`src/rtl/bus_dma.sv`:
```
// bus_dma: word-granular DMA initiator for the on-chip word bus.
// Copies a block of words from src to dst (alternating read/write cycles)
// or fills a block at dst with a constant word.
//
// Ports:
//   clock, reset      - system clock, asynchronous active-high reset
//   start, mode       - transfer request (Idle only); 0 = copy, 1 = fill
//   src, dst, len     - source/destination word addresses, length in words
//   fill_data         - constant word for fill mode
//   busy, done        - transfer in progress; one-cycle completion pulse
//   bus_addr          - word address driven to the responder
//   bus_data_r        - read data, valid the cycle after a read cycle
//   bus_data_w        - write data
//   bus_mask_w        - byte write enables (0 = read cycle)
module bus_dma #(
  parameter int LEN_W = 16
) (
  input  logic             clock,
  input  logic             reset,
  input  logic             start,
  input  logic             mode,
  input  logic [29:0]      src,
  input  logic [29:0]      dst,
  input  logic [LEN_W-1:0] len,
  input  logic [31:0]      fill_data,
  output logic             busy,
  output logic             done,
  output logic [29:0]      bus_addr,
  input  logic [31:0]      bus_data_r,
  output logic [31:0]      bus_data_w,
  output logic [3:0]       bus_mask_w
);

  typedef enum logic [1:0] {
    S_IDLE  = 2'd0,
    S_READ  = 2'd1,
    S_WRITE = 2'd2,
    S_FILL  = 2'd3
  } state_t;

  state_t           state_q, state_d;
  logic [29:0]      src_q, src_d;
  logic [29:0]      dst_q, dst_d;
  logic [LEN_W-1:0] rem_q, rem_d;
  logic [31:0]      fill_q, fill_d;
  logic             done_q, done_d;
  logic [29:0]      addr_q, addr_d;
  logic [3:0]       mask_q, mask_d;

  // Next-state, address/count update and next-cycle bus address/mask.
  always_comb begin
    state_d = state_q;
    src_d   = src_q;
    dst_d   = dst_q;
    rem_d   = rem_q;
    fill_d  = fill_q;
    done_d  = 1'b0;
    case (state_q)
      S_IDLE: begin
        if (start) begin
          src_d  = src;
          dst_d  = dst;
          rem_d  = len;
          fill_d = fill_data;
          if (len == {LEN_W{1'b0}}) begin
            done_d = 1'b1;
          end else if (mode) begin
            state_d = S_FILL;
          end else begin
            state_d = S_READ;
          end
        end else begin
          state_d = S_IDLE;
        end
      end
      S_READ: begin
        src_d   = src_q + 30'd1;
        state_d = S_WRITE;
      end
      S_WRITE, S_FILL: begin
        dst_d = dst_q + 30'd1;
        rem_d = rem_q - LEN_W'(1);
        if (rem_q == LEN_W'(1)) begin
          state_d = S_IDLE;
          done_d  = 1'b1;
        end else if (state_q == S_WRITE) begin
          state_d = S_READ;
        end else begin
          state_d = S_FILL;
        end
      end
      default: begin
        state_d = S_IDLE;
      end
    endcase

    // Bus address/mask are registered: compute what the next cycle drives.
    // src_d/dst_d already hold the address the next state will present.
    addr_d = 30'h0;
    mask_d = 4'h0;
    case (state_d)
      S_READ: begin
        addr_d = src_d;
        mask_d = 4'h0;
      end
      S_WRITE, S_FILL: begin
        addr_d = dst_d;
        mask_d = 4'hF;
      end
      default: begin
        addr_d = 30'h0;
        mask_d = 4'h0;
      end
    endcase
  end

  // All engine state; reset aborts any transfer without a done pulse.
  always_ff @(posedge clock or posedge reset) begin
    if (reset) begin
      state_q <= S_IDLE;
      src_q   <= 30'h0;
      dst_q   <= 30'h0;
      rem_q   <= {LEN_W{1'b0}};
      fill_q  <= 32'h0;
      done_q  <= 1'b0;
      addr_q  <= 30'h0;
      mask_q  <= 4'h0;
    end else begin
      state_q <= state_d;
      src_q   <= src_d;
      dst_q   <= dst_d;
      rem_q   <= rem_d;
      fill_q  <= fill_d;
      done_q  <= done_d;
      addr_q  <= addr_d;
      mask_q  <= mask_d;
    end
  end

  // Write data: read data flows straight through in Write, since the
  // responder's registered read data arrives in exactly that cycle.
  always_comb begin
    if (state_q == S_WRITE) begin
      bus_data_w = bus_data_r;
    end else if (state_q == S_FILL) begin
      bus_data_w = fill_q;
    end else begin
      bus_data_w = 32'h0;
    end
  end

  assign busy       = (state_q != S_IDLE);
  assign done       = done_q;
  assign bus_addr   = addr_q;
  assign bus_mask_w = mask_q;

endmodule

```
`config.mk`:
```
export PLATFORM = sky130hd
export DESIGN_NAME = bus_dma
export DESIGN_NICKNAME = d
export VERILOG_FILES = /design/src/rtl/bus_dma.sv
export SDC_FILE = /design/constraint.sdc
export NUM_CORES = 1
export LEC_CHECK = 0
export CAP_MARGIN = 20
export CORE_MARGIN = 10
export CORE_UTILIZATION = 30
export DETAILED_ROUTE_END_ITERATION = 8
export PLACE_DENSITY = 0.52
export SYNTH_ARGS = -nofsm -noshare
export SYNTH_HDL_FRONTEND = slang
export SYNTH_SLANG_ARGS = --single-unit
```
`constraint.sdc`:
```
create_clock -name clock -period 15 [get_ports clock]
set_input_delay 3 -clock clock [delete_from_list [all_inputs] [get_ports clock]]
set_output_delay 3 -clock clock [all_outputs]
set_load 0.01 [all_outputs]
```
### Word-level counts from Yosys, hierarchy flattened

Index checks and enable logic that the tools add are counted.

| operators by class | value |
|---|---|
| add/subtract/negate cells | 3 |
| equal/unequal tests | 8 |
| multiplexer cells | 20 |
| reduce and logical (&&, ||, !) cells | 8 |

Operators by type and width:

| operator | count |
|---|---|
| 30-bit case mux with 2 select lines | 3 |
| 32-bit 2-to-1 mux | 2 |
| 30-bit by 1-bit adder with 30-bit output (second input constant) | 2 |
| 30-bit 2-to-1 mux | 2 |
| 16-bit case mux with 2 select lines | 1 |
| 16-bit by 1-bit == test with 1-bit output (second input constant) | 1 |
| 16-bit logical NOT | 1 |
| 16-bit 2-to-1 mux | 1 |
| 16-bit by 1-bit subtractor with 16-bit output (second input constant) | 1 |
| 2-bit 2-to-1 mux | 5 |
| 2-bit == test (second input constant) | 4 |
| 2-bit case mux with 3 select lines | 1 |
| 2-bit by 1-bit == test with 1-bit output (second input constant) | 2 |
| 4-bit 2-to-1 mux | 1 |
| 2-bit AND reduction | 2 |
| 2-bit nonzero test | 2 |
| 2-bit OR reduction | 2 |
| 1-bit 2-to-1 mux | 3 |
| 2-bit logical NOT | 1 |
| 2-bit != test (second input constant) | 1 |
| 1-bit case mux with 2 select lines | 1 |

| storage, ports and cells | value |
|---|---|
| bits in registers | 145 |
| input bits | 144 |
| output and inout bits | 68 |

### Depth between registers and ports, before layout

Gate-level depths: netlist (run 1).

| depth | value |
|---|---|
| depth after elaboration | 7 |
| mapped depth | 9 |
| gate-level depth less buffers | 7 |

### Least setup slack after synthesis (run 1)

OpenSTA, ideal clock, no wires.

| timing | value |
|---|---|
| kind | in2out |
| from | input port bus_data_r[10] |
| to | output port bus_data_w[10] |
| data arrival time | 3.229 ns |
| required time | 12.000 ns |
| setup slack | 8.771 ns |
| stages on the path | 2 |
| cells stage by stage | mux2i_1 > nor2_1 |

| between the ends | value |
|---|---|
| cells in the longest elaborated chain, start to end | 1 |

RTL lines:

| element | line | text |
|---|---|---|
| start: declaration | 29 | `input logic [31:0] bus_data_r,` |
| 32-bit 2-to-1 mux | 143 | `if (state_q == S_WRITE) begin` |
| end: declaration | 30 | `output logic [31:0] bus_data_w,` |

Every way passes these cells.

### Worst setup path in the final report (run 1)

| timing | value |
|---|---|
| from | input port bus_data_r[9] |
| to | output port bus_data_w[9] |

The elaborated chain is that of the path after synthesis.

==> impl_metrics.csv, run 1 <==
group,metric,value,unit
clocking,cts_root_buffer,"clkbuf_16",
hold_path,min_to,"fill_q[31]",
yosys,synthDistinctLibCells,59,
hold_path,hp-class,"reg2reg",
finish,seq_area,3555,um^2
yosys,netlist_area,7615,um^2
floorplan,num_io_pins,212,
timing,fin_worst_skew,0.01147,ns
critical_path,reg2reg_slack,11.44,ns
critical_path,crit_type,"in2out",
finish,final_nets,1161,
detailed_routing,dr.pass1.iters,5,
critical_path,crit_buf_inv,2,
timing,setup_viol,0,
power_and_ir_drop,switching_share,0.2968,
floorplan,core-area,25110,um^2
floorplan,row_count,58,
global_routing,antenna_found_initial,6,
critical_path,cp_data_arrival_time,4.27,ns
clocking,worstSkewPairLatency,0.43,ns
global_routing,grt_use_met3,0.07329,
clocking,cts_buffers,17,
global_routing,grtUsageMet1,0.2208,
finish,n_fill_cell,2472,
detailed_routing,drtIter0Drc,477,
power_and_ir_drop,power-per-cell-area,116.2,nW/um^2
timing,tightest_slew,1.051,ns
finish,syn2layout_area_growth,39.50,%
floorplan,dieArea,32160,um^2
timing,max_freq,137.6,MHz
clocking,post_cts_resized,0,
global_routing,grt_max_degree,88,
detailed_routing,routed-via-count,6940,
yosys,syn-num-nets,976,
critical_path,cp.depth,4,
global_routing,grt-ovfl-total,0,
critical_path,cp_cell_sequence,"clkdlybuf4s50_1 -> mux2i_1 -> nor2_1 -> clkdlybuf4s50_1",
place,io_buffers,211,
finish,multi_input_area,3791,um^2
global_routing,grt_pass1_vias,7067,
critical_path,crit_top_cell,"clkdlybuf4s50_1",
yosys,synth_edf_count,0,
clocking,cts.sinks,142,
hold_path,worstHoldPathCells,2,
critical_path,cp_max_fo,1,
yosys,ys_ff_latch,142,
timing,rsz0062_at_grt,"no",
clocking,cts-hold-fix-buffers,0,
critical_path,rr_worst_depth,9,
critical_path,endpoint_kind,"primary output",
yosys,postSynthAreaPerCell,9.197,um^2
floorplan,start_util,0.3033,
finish,final_common_cell,"clkdlybuf4s50_1",
power_and_ir_drop,p_leak,4.278,nW
global_routing,grt_pass1_wl,41680,um
clocking,postCtsSetupBuffers,0,
critical_path,worstSetupStartpointType,"input port",
floorplan,dieHeight,179.3,um
detailed_routing,postRouteAntennaNets,0,
yosys,ys_warn_count,0,
global_routing,globalRouteMet2Util,0.2521,
job,drv_cap,0,
timing,hold_slack,0.4829,ns
clocking,clk_pin_slew_worst_paths,0.06,ns
yosys,synth_flop_cell,"dfrtp_1",
detailed_routing,routedWlPerCell,19.99,um
power_and_ir_drop,power_frac_clock,0.361,
clocking,clockBufferDepth,2,
run_status,status,"finished clean",
critical_path,critPathTopFamily,"buffers and inverters",
yosys,async_flop_share,1.000,
finish,post-route-util,0.4231,
timing,fin_crit,7.268,ns
power_and_ir_drop,power.total,1.235,mW
timing,finalCritPeriodShare,0.4845,
power_and_ir_drop,p_seq_frac,0.414,
floorplan,die_w,179.3,um
yosys,synthTopCellsByArea,"dfrtp_1, nand2_1, mux2i_1",
place,place.gp.congestion,0.8303,
yosys,seq_area_frac_synth,0.4666,
timing,hold_viol,0,
clocking,cts_tree,"done",
critical_path,cp_slowest_cell,"clkdlybuf4s50_1",
critical_path,required,12.00,ns
timing,final-max-slew-violation-count,0,
critical_path,timing.rr.start,"state_q[1]",
yosys,yosysTopAreaCell,"dfrtp_1",
finish,drive_gt1_frac,0.06335,
power_and_ir_drop,pwr-share-comb,0.225,
power_and_ir_drop,vdd.ir_drop.worst,0.07770,mV
power_and_ir_drop,p_int,0.8683,mW
timing,setup_tns,0,ns
detailed_routing,drc,0,
detailed_routing,routed_wl,27190,um
power_and_ir_drop,switching_power,0.3665,mW
yosys,synth_top_area_frac,0.4666,
place,post-dp-hpwl,19000,um
critical_path,r2r_end,"bus_addr[17]",
yosys,netlist_instances,828,
finish,final_cell_mix,"clkdlybuf4s50_1, nand2_1, dfrtp_1, nor2_1, mux2i_1",
global_routing,grt-busiest-layer,"met2",
timing,relSlewSlack,0.2963,
clocking,htree_levels,4,
global_routing,track_usage,0.1682,
detailed_routing,viasPerCell,5.103,
hold_path,hp-start,"fill_q[31]",
critical_path,cpPeakStageDelay,0.58,ns
[state kept, by name, indices dropped and copies added (netlist names)]
register	count
done	1
dst_q	30
fill_q	32
bus_mask_w	1
rem_q	16
state_q	2
src_q	30
bus_addr	30
[cell type report]
| class | count | share of cell area |
|---|---|---|
| Inverter | 7 | 0.002945 |
| Clock buffer | 19 | 0.04264 |
| Antenna cell | 4 | 0.0009423 |
| Clock inverter | 13 | 0.01508 |
| Multi-Input combinational cell | 621 | 0.3569 |
| Timing Repair Buffer | 224 | 0.2080 |
| Tap cell | 330 | 0.03887 |
| Sequential cell | 142 | 0.3346 |
[power groups by stage]
stage          registers (mW)  logic [mW]  clock network, mW
4_1_cts                 0.510       0.281              0.455
6_report                0.511       0.278              0.446
3_3_place_gp            0.515       0.278                  0
3_5_place_dp            0.515       0.280                  0
5_1_grt                 0.521       0.305              0.475
2_1_floorplan           0.513       0.138                  0
[cell families (layout without fill, tap and decap cells)]
family,Yosys count,after routing,synth area share
buf+inv,65,263,0.03845
other cells,0,4,0
compound gates,200,200,0.1819
mux,52,52,0.06835
simple gates,336,336,0.2047
fa+ha+maj,4,4,0.006573
flops,142,142,0.4666
xor+xnor,29,29,0.03335
[worst reg2reg max path, cell delays in order, from the launching register on]
cell,delay (ns)
dfrtp_1,0.38
buf_4,0.30
nand2b_1,0.70
nor2_4,0.27
buf_4,0.73
nor2_1,0.18
buf_4,0.25
a22oi_1,0.16
o21ai_0,0.16
a22o_1,0.31
[synthesized netlist by cell type, types with 3 or more instances]
cell / number
nand2_1: 158
dfrtp_1: 142
nor2_1: 58
mux2i_1: 52
a21oi_1: 38
nand3_1: 33
o21ai_0: 32
clkbuf_1: 28
xor2_1: 25
nand4_1: 24
a22o_1: 22
o22ai_1: 18
nor3_1: 14
a22oi_1: 13
and2_1: 13
buf_1: 12
a211oi_1: 11
buf_2: 11
and3_1: 10
o211ai_1: 10
o22a_1: 10
o2bb2ai_1: 8
a31oi_1: 7
inv_1: 7
nor4_1: 7
o311ai_0: 6
and4_1: 5
ha_1: 4
o21ai_1: 4
xnor2_1: 4
buf_4: 3
buf_6: 3
nand2b_1: 3
nor3_2: 3
[layer usage]
metal | routed length (um) | vias to the layer above
li1 | - | 3387
met1 | 12400 | 3273
met2 | 11800 | 254
met3 | 2723 | 22
met4 | 252 | 4
met5 | 21 | -
[worst max-delay path by stage]
stage	start	endpoint	slack [ns]
global placement	bus_data_r[15]	bus_data_w[15]	7.72
floorplan	reset	bus_addr[0]	8.19
finish	bus_data_r[9]	bus_data_w[9]	7.73
global route	bus_data_r[9]	bus_data_w[9]	7.64
detailed placement	bus_data_r[15]	bus_data_w[15]	7.72
CTS	bus_data_r[15]	bus_data_w[15]	7.71
[through the flow]
step	cell area [um^2]	instances	setup slack [ns]
after global placement	10000	1324	7.718
after global routing	10610	1356	7.641
after CTS	10610	1356	7.709
after detailed placement	10000	1324	7.722
final	10620	1360	7.732
after floorplan	7615	828	8.190
Note: power is estimated with default switching activity, not from simulation.
==> inputs of run 2 (changes only) <==
==> constraint.sdc (replaced) <==
create_clock -name clock -period 6.8 [get_ports clock]
set_input_delay 1.36 -clock clock [delete_from_list [all_inputs] [get_ports clock]]
set_output_delay 1.36 -clock clock [all_outputs]
set_load 0.01 [all_outputs]
==> run 2 against run 1 <==
Effect of this change: cell count decreased by 0.22%; highest routed layer unchanged; clock power increased by 130%; critical endpoint is now bus_addr[8]; sequential cell count is the same; critical path type is now in2reg; cell area is 0.53% higher; clock skew up 0.00064 ns; count of clock-buffer cells in the layout shrank 1; register-to-register slack worse by 7.9 ns; die area did not move.
==> impl_metrics.csv, run 2 (synthesis results as in run 1) <==
group,metric,value,unit
run_status,status,"finished clean",
detailed_routing,wl_met1,12480,um
global_routing,grt_pass1_vias,7174,
timing,fin_crit,4.069,ns
detailed_routing,dr.pass1.iters,5,
place,dpl.cell_count,1323,
clocking,clockBufferDepth,2,
global_routing,grt_max_degree,109,
timing,hold_viol,0,
place,place_ws,2.107,ns
place,placed_cell_area,9992,um^2
finish,final_common_cell,"clkdlybuf4s50_1",
finish,largest_reg_flops,32,
floorplan,num_io_pins,212,
critical_path,cpPeakStageDelay,0.85,ns
floorplan,row_count,58,
critical_path,cp_max_fo,35,
finish,seq_area,3555,um^2
clocking,cts.sinks,142,
floorplan,start_util,0.3033,
clocking,worstSkewPairLatency,0.43,ns
clocking,cts_tree,"done",
detailed_routing,wl_met3,2567,um
timing,relSlewSlack,0.2553,
clocking,postCtsSetupBuffers,0,
detailed_routing,postRouteAntennaNets,0,
floorplan,dieArea,32160,um^2
clocking,htree_levels,4,
timing,finalCritPeriodShare,0.5984,
global_routing,grt_pass1_wl,42100,um
place,place.gp.congestion,0.7999,
critical_path,cp_data_arrival_time,4.42,ns
finish,regMostFlops,"fill_q",
finish,post-route-util,0.4253,
timing,tightest_slew,1.113,ns
detailed_routing,met2WireLength,12090,um
timing,rsz0062_at_grt,"no",
finish,final_cell_mix,"clkdlybuf4s50_1, nand2_1, dfrtp_1, nor2_1, mux2i_1",
floorplan,dieHeight,179.3,um
place,io_buffers,211,
clocking,cts-hold-fix-buffers,0,
detailed_routing,viasPerCell,5.182,
finish,final_cells,1357,
critical_path,crit_top_cell,"buf_4",
job,drv_cap,0,
detailed_routing,routed-via-count,7032,
detailed_routing,drtIter0Drc,452,
timing,setup_tns,0,ns
timing,max_freq,245.8,MHz
critical_path,endpoint_kind,"flip-flop",
critical_path,cp_cell_sequence,"clkdlybuf4s50_1 -> buf_4 -> nand2b_1 -> nor2_4 -> buf_4 -> a32o_2 -> a22o_1",
timing,worst_slack,2.731,ns
detailed_routing,routedWlPerCell,20.26,um
timing,setup_viol,0,
critical_path,required,7.15,ns
global_routing,antenna_found_initial,2,
finish,multi_input_area,3791,um^2
clocking,post_cts_resized,0,
place,post-dp-hpwl,19460,um
finish,drive_gt1_frac,0.06238,
detailed_routing,drc,0,
finish,syn2layout_area_growth,40.24,%
clocking,cts_root_buffer,"clkbuf_16",
timing,final-max-slew-violation-count,0,
detailed_routing,dr.max_layer_used,"met5",
critical_path,cp_slowest_cell,"a32o_2",
power_and_ir_drop,p_leak,4.294,nW
global_routing,grt-ovfl-total,0,
floorplan,die_w,179.3,um
timing,fin_worst_skew,0.01211,ns
critical_path,crit_type,"in2reg",
power_and_ir_drop,power-per-cell-area,260.1,nW/um^2
power_and_ir_drop,vdd.ir_drop.worst,0.1314,mV
floorplan,core-area,25110,um^2
finish,fin_area,10680,um^2
finish,n_fill_cell,2459,
clocking,clk_pin_slew_worst_paths,0.06,ns
hold_path,hp-class,"reg2reg",
detailed_routing,routed_wl,27500,um
clocking,cts_buffers,17,
critical_path,worstSetupStartpointType,"input port",
global_routing,track_usage,0.1692,
finish,final_nets,1162,
## run 2: cell count changes in the layout (fill, tap and decap cells not counted), sizes merged
cell and change:
bufinv +2, diode -3, buf +1, clkinvlp +1, clkbuf -1, inv -3
## run 2: layer usage
metal	GRT usage	up-vias
met5	0	-
met2	0.2560	269
li1	-	3390
met4	0.04476	2
met1	0.2229	3345
met3	0.06297	26
## run 2: layout make-up
type | count | share of cell area
Multi-Input combinational cell | 621 | 0.3550
Clock inverter | 13 | 0.02027
Timing Repair Buffer | 225 | 0.2098
Inverter | 7 | 0.002929
Sequential cell | 142 | 0.3329
Antenna cell | 1 | 0.0002343
Clock buffer | 18 | 0.04019
Tap cell | 330 | 0.03866
## run 2: power breakdown
| part | switching, mW | internal, mW | leakage [nW] |
|---|---|---|---|
| Combinational | 0.282 | 0.330 | 2.30 |
| Clock | 0.379 | 0.651 | 0.302 |
| Sequential | 0.146 | 0.989 | 1.69 |
| Total | 0.807 | 1.97 | 4.29 |
## run 2: path summary, 6_finish.rpt
check / from / to / slack (ns) / depth (start not counted)
max: start / bus_addr[8] / 2.73 / 7
min: fill_q[1] / fill_q[1] / 0.49 / 2
max reg2reg: state_q[1] / bus_addr[8] / 3.55 / 8
min reg2reg: fill_q[1] / fill_q[1] / 0.49 / 2
max in group asynchronous: reset / state_q[0] / 4.85 / 3
min in group asynchronous: reset / bus_mask_w[2] / 1.23 / 2
## run 2: metrics by stage
| stage | hold slack (ns) | power, mW |
|---|---|---|
| detailed placement | 0.4648 | 1.762 |
| global placement | 0.4625 | 1.760 |
| global route | 0.5137 | 2.921 |
| CTS | 0.4811 | 2.803 |
| floorplan | 0.4454 | 1.435 |
| finish | 0.4850 | 2.778 |
## run 2: critical path, delay by kind of cell
family	cells	cell delay, ns
compound gates	2	1.14
buf+inv	3	1.09
simple gates	2	0.81
==> inputs of run 3 (changes only) <==
--- a/config.mk
+++ b/config.mk
@@ -9,7 +9,7 @@
 export CORE_MARGIN = 10
 export CORE_UTILIZATION = 30
 export DETAILED_ROUTE_END_ITERATION = 8
-export PLACE_DENSITY = 0.52
+export PLACE_DENSITY = 0.54
 export SYNTH_ARGS = -nofsm -noshare
 export SYNTH_HDL_FRONTEND = slang
 export SYNTH_SLANG_ARGS = --single-unit
==> constraint.sdc (replaced) <==
create_clock -name clock -period 3.4 [get_ports clock]
set_input_delay 0.68 -clock clock [delete_from_list [all_inputs] [get_ports clock]]
set_output_delay 0.68 -clock clock [all_outputs]
set_load 0.01 [all_outputs]
==> run 3 against run 2 <==
Effect of this change: core utilization rose by 0.39 points; clock skew grew 0.0010 ns; cell area rose by 0.91%; worst setup slack got worse by 2.4 ns; die area stayed put; clock power up 91%; critical path depth decreased by 3; wire length decreased by 0.65%; worst hold slack better by 0.0047 ns; global-route usage grew 0.14 points; sequential power grew 99%; critical endpoint is now bus_data_w[25]; highest routed layer unchanged.
==> impl_metrics.csv, run 3 (synthesis results as in run 1) <==
group,metric,value,unit
power_and_ir_drop,vdd.ir_drop.worst,0.3277,mV
finish,syn2layout_area_growth,41.52,%
global_routing,antenna_found_initial,4,
timing,hold_viol,0,
finish,final_common_cell,"clkdlybuf4s50_1",
critical_path,worstSetupStartpointType,"flip-flop",
global_routing,track_usage,0.1706,
timing,finalCritPeriodShare,0.9109,
job,drv_cap,0,
global_routing,grt_pass1_wl,42170,um
global_routing,grt_pass1_vias,7129,
critical_path,required,2.72,ns
timing,setup_viol,0,
detailed_routing,drtIter0Drc,493,
floorplan,core-area,25110,um^2
finish,post-route-util,0.4292,
place,dpl.cell_count,1341,
floorplan,dieArea,32160,um^2
clocking,cts-hold-fix-buffers,0,
global_routing,grt_max_degree,47,
clocking,postCtsSetupBuffers,0,
timing,hold_slack,0.4897,ns
detailed_routing,postRouteAntennaNets,0,
clocking,post_cts_resized,0,
finish,final_cell_mix,"clkdlybuf4s50_1, nand2_1, dfrtp_1, nor2_1, mux2i_1",
place,post-dp-hpwl,20210,um
finish,largest_reg_flops,32,
critical_path,cp_max_fo,31,
clocking,cts_tree,"done",
power_and_ir_drop,p_leak,4.371,nW
detailed_routing,routed-via-count,7032,
detailed_routing,drc,0,
timing,max_freq,322.9,MHz
finish,final_cells,1372,
global_routing,grt-ovfl-total,0,
finish,regMostFlops,"fill_q",
clocking,cts.sinks,142,
finish,n_fill_cell,2508,
clocking,worstSkewPairLatency,0.43,ns
timing,tightest_slew,0.8798,ns
floorplan,die_w,179.3,um
place,place.gp.congestion,0.8092,
clocking,cts_root_buffer,"clkbuf_16",
finish,drive_gt1_frac,0.07678,
finish,final_nets,1178,
timing,fin_worst_skew,0.01313,ns
detailed_routing,routedWlPerCell,19.91,um
place,io_buffers,211,
timing,relSlewSlack,0.4134,
floorplan,row_count,58,
floorplan,dieHeight,179.3,um
critical_path,endpoint_kind,"primary output",
power_and_ir_drop,power-per-cell-area,508.3,nW/um^2
floorplan,num_io_pins,212,
floorplan,start_util,0.3033,
timing,final-max-slew-violation-count,0,
run_status,status,"finished clean",
clocking,clockBufferDepth,2,
timing,setup_tns,0,ns
critical_path,cp_data_arrival_time,2.42,ns
detailed_routing,routed_wl,27320,um
clocking,cts_buffers,17,
clocking,clk_pin_slew_worst_paths,0.07,ns
critical_path,crit_type,"reg2out",
detailed_routing,viasPerCell,5.125,
timing,fin_crit,3.097,ns
finish,multi_input_area,3789,um^2
detailed_routing,dr.pass1.iters,5,
finish,seq_area,3555,um^2
finish,n_antenna_cell,0,
hold_path,hp-class,"reg2reg",
clocking,htree_levels,4,
timing,rsz0062_at_grt,"no",
## run 3: report_power, final
group / internal, mW / switching (mW) / total (mW)
clock network: 1.19 / 0.779 / 1.97
logic: 0.669 / 0.568 / 1.24
registers: 1.98 / 0.296 / 2.27
total: 3.83 / 1.64 / 5.48
## run 3: worst max-delay path, stage by stage, from the launching register on
cell,delay (ns)
dfrtp_2,0.92
buf_4,0.28
mux2i_1,0.20
nor2_1,0.06
clkdlybuf4s50_1,0.52
## run 3: worst paths after layout
check	slack (ns)	endpoint	start	cells past startpoint
worst max-delay path	0.30	bus_data_w[25]	state_q[0]	4
min in group asynchronous	0.74	state_q[0]	reset	2
worst max register to register	0.58	bus_addr[20]	state_q[0]	6
worst min register to register	0.49	fill_q[25]	fill_q[25]	2
worst min-delay path	0.49	fill_q[25]	fill_q[25]	2
max in group asynchronous	1.93	dst_q[2]	reset	3
## run 3: through the flow
stage	setup WS (ns)	instance area, um^2	total power, mW
5_1_grt	0.1431	10780	5.764
4_1_cts	0.2873	10780	5.527
2_1_floorplan	0.9429	7619	2.870
3_5_place_dp	0.5167	10160	3.547
3_3_place_gp	0.4965	10160	3.538
6_report	0.3029	10780	5.478
## run 3: area by class of cell
class / instances / share of cell area
Multi-Input combinational cell: 621 / 0.3516
Inverter: 7 / 0.002786
Tap cell: 330 / 0.03831
Timing Repair Buffer: 241 / 0.2204
Sequential cell: 142 / 0.3298
Clock buffer: 18 / 0.04075
Clock inverter: 13 / 0.01637
## run 3: routing by layer
layer | vias to the layer above | share of wire | GRT usage
li1 | 3419 | - | -
met1 | 3257 | 0.44 | 0.2202
met2 | 318 | 0.44 | 0.2583
met3 | 32 | 0.11 | 0.07035
met4 | 6 | 0.012 | 0.04544
met5 | - | 0.0015 | 0
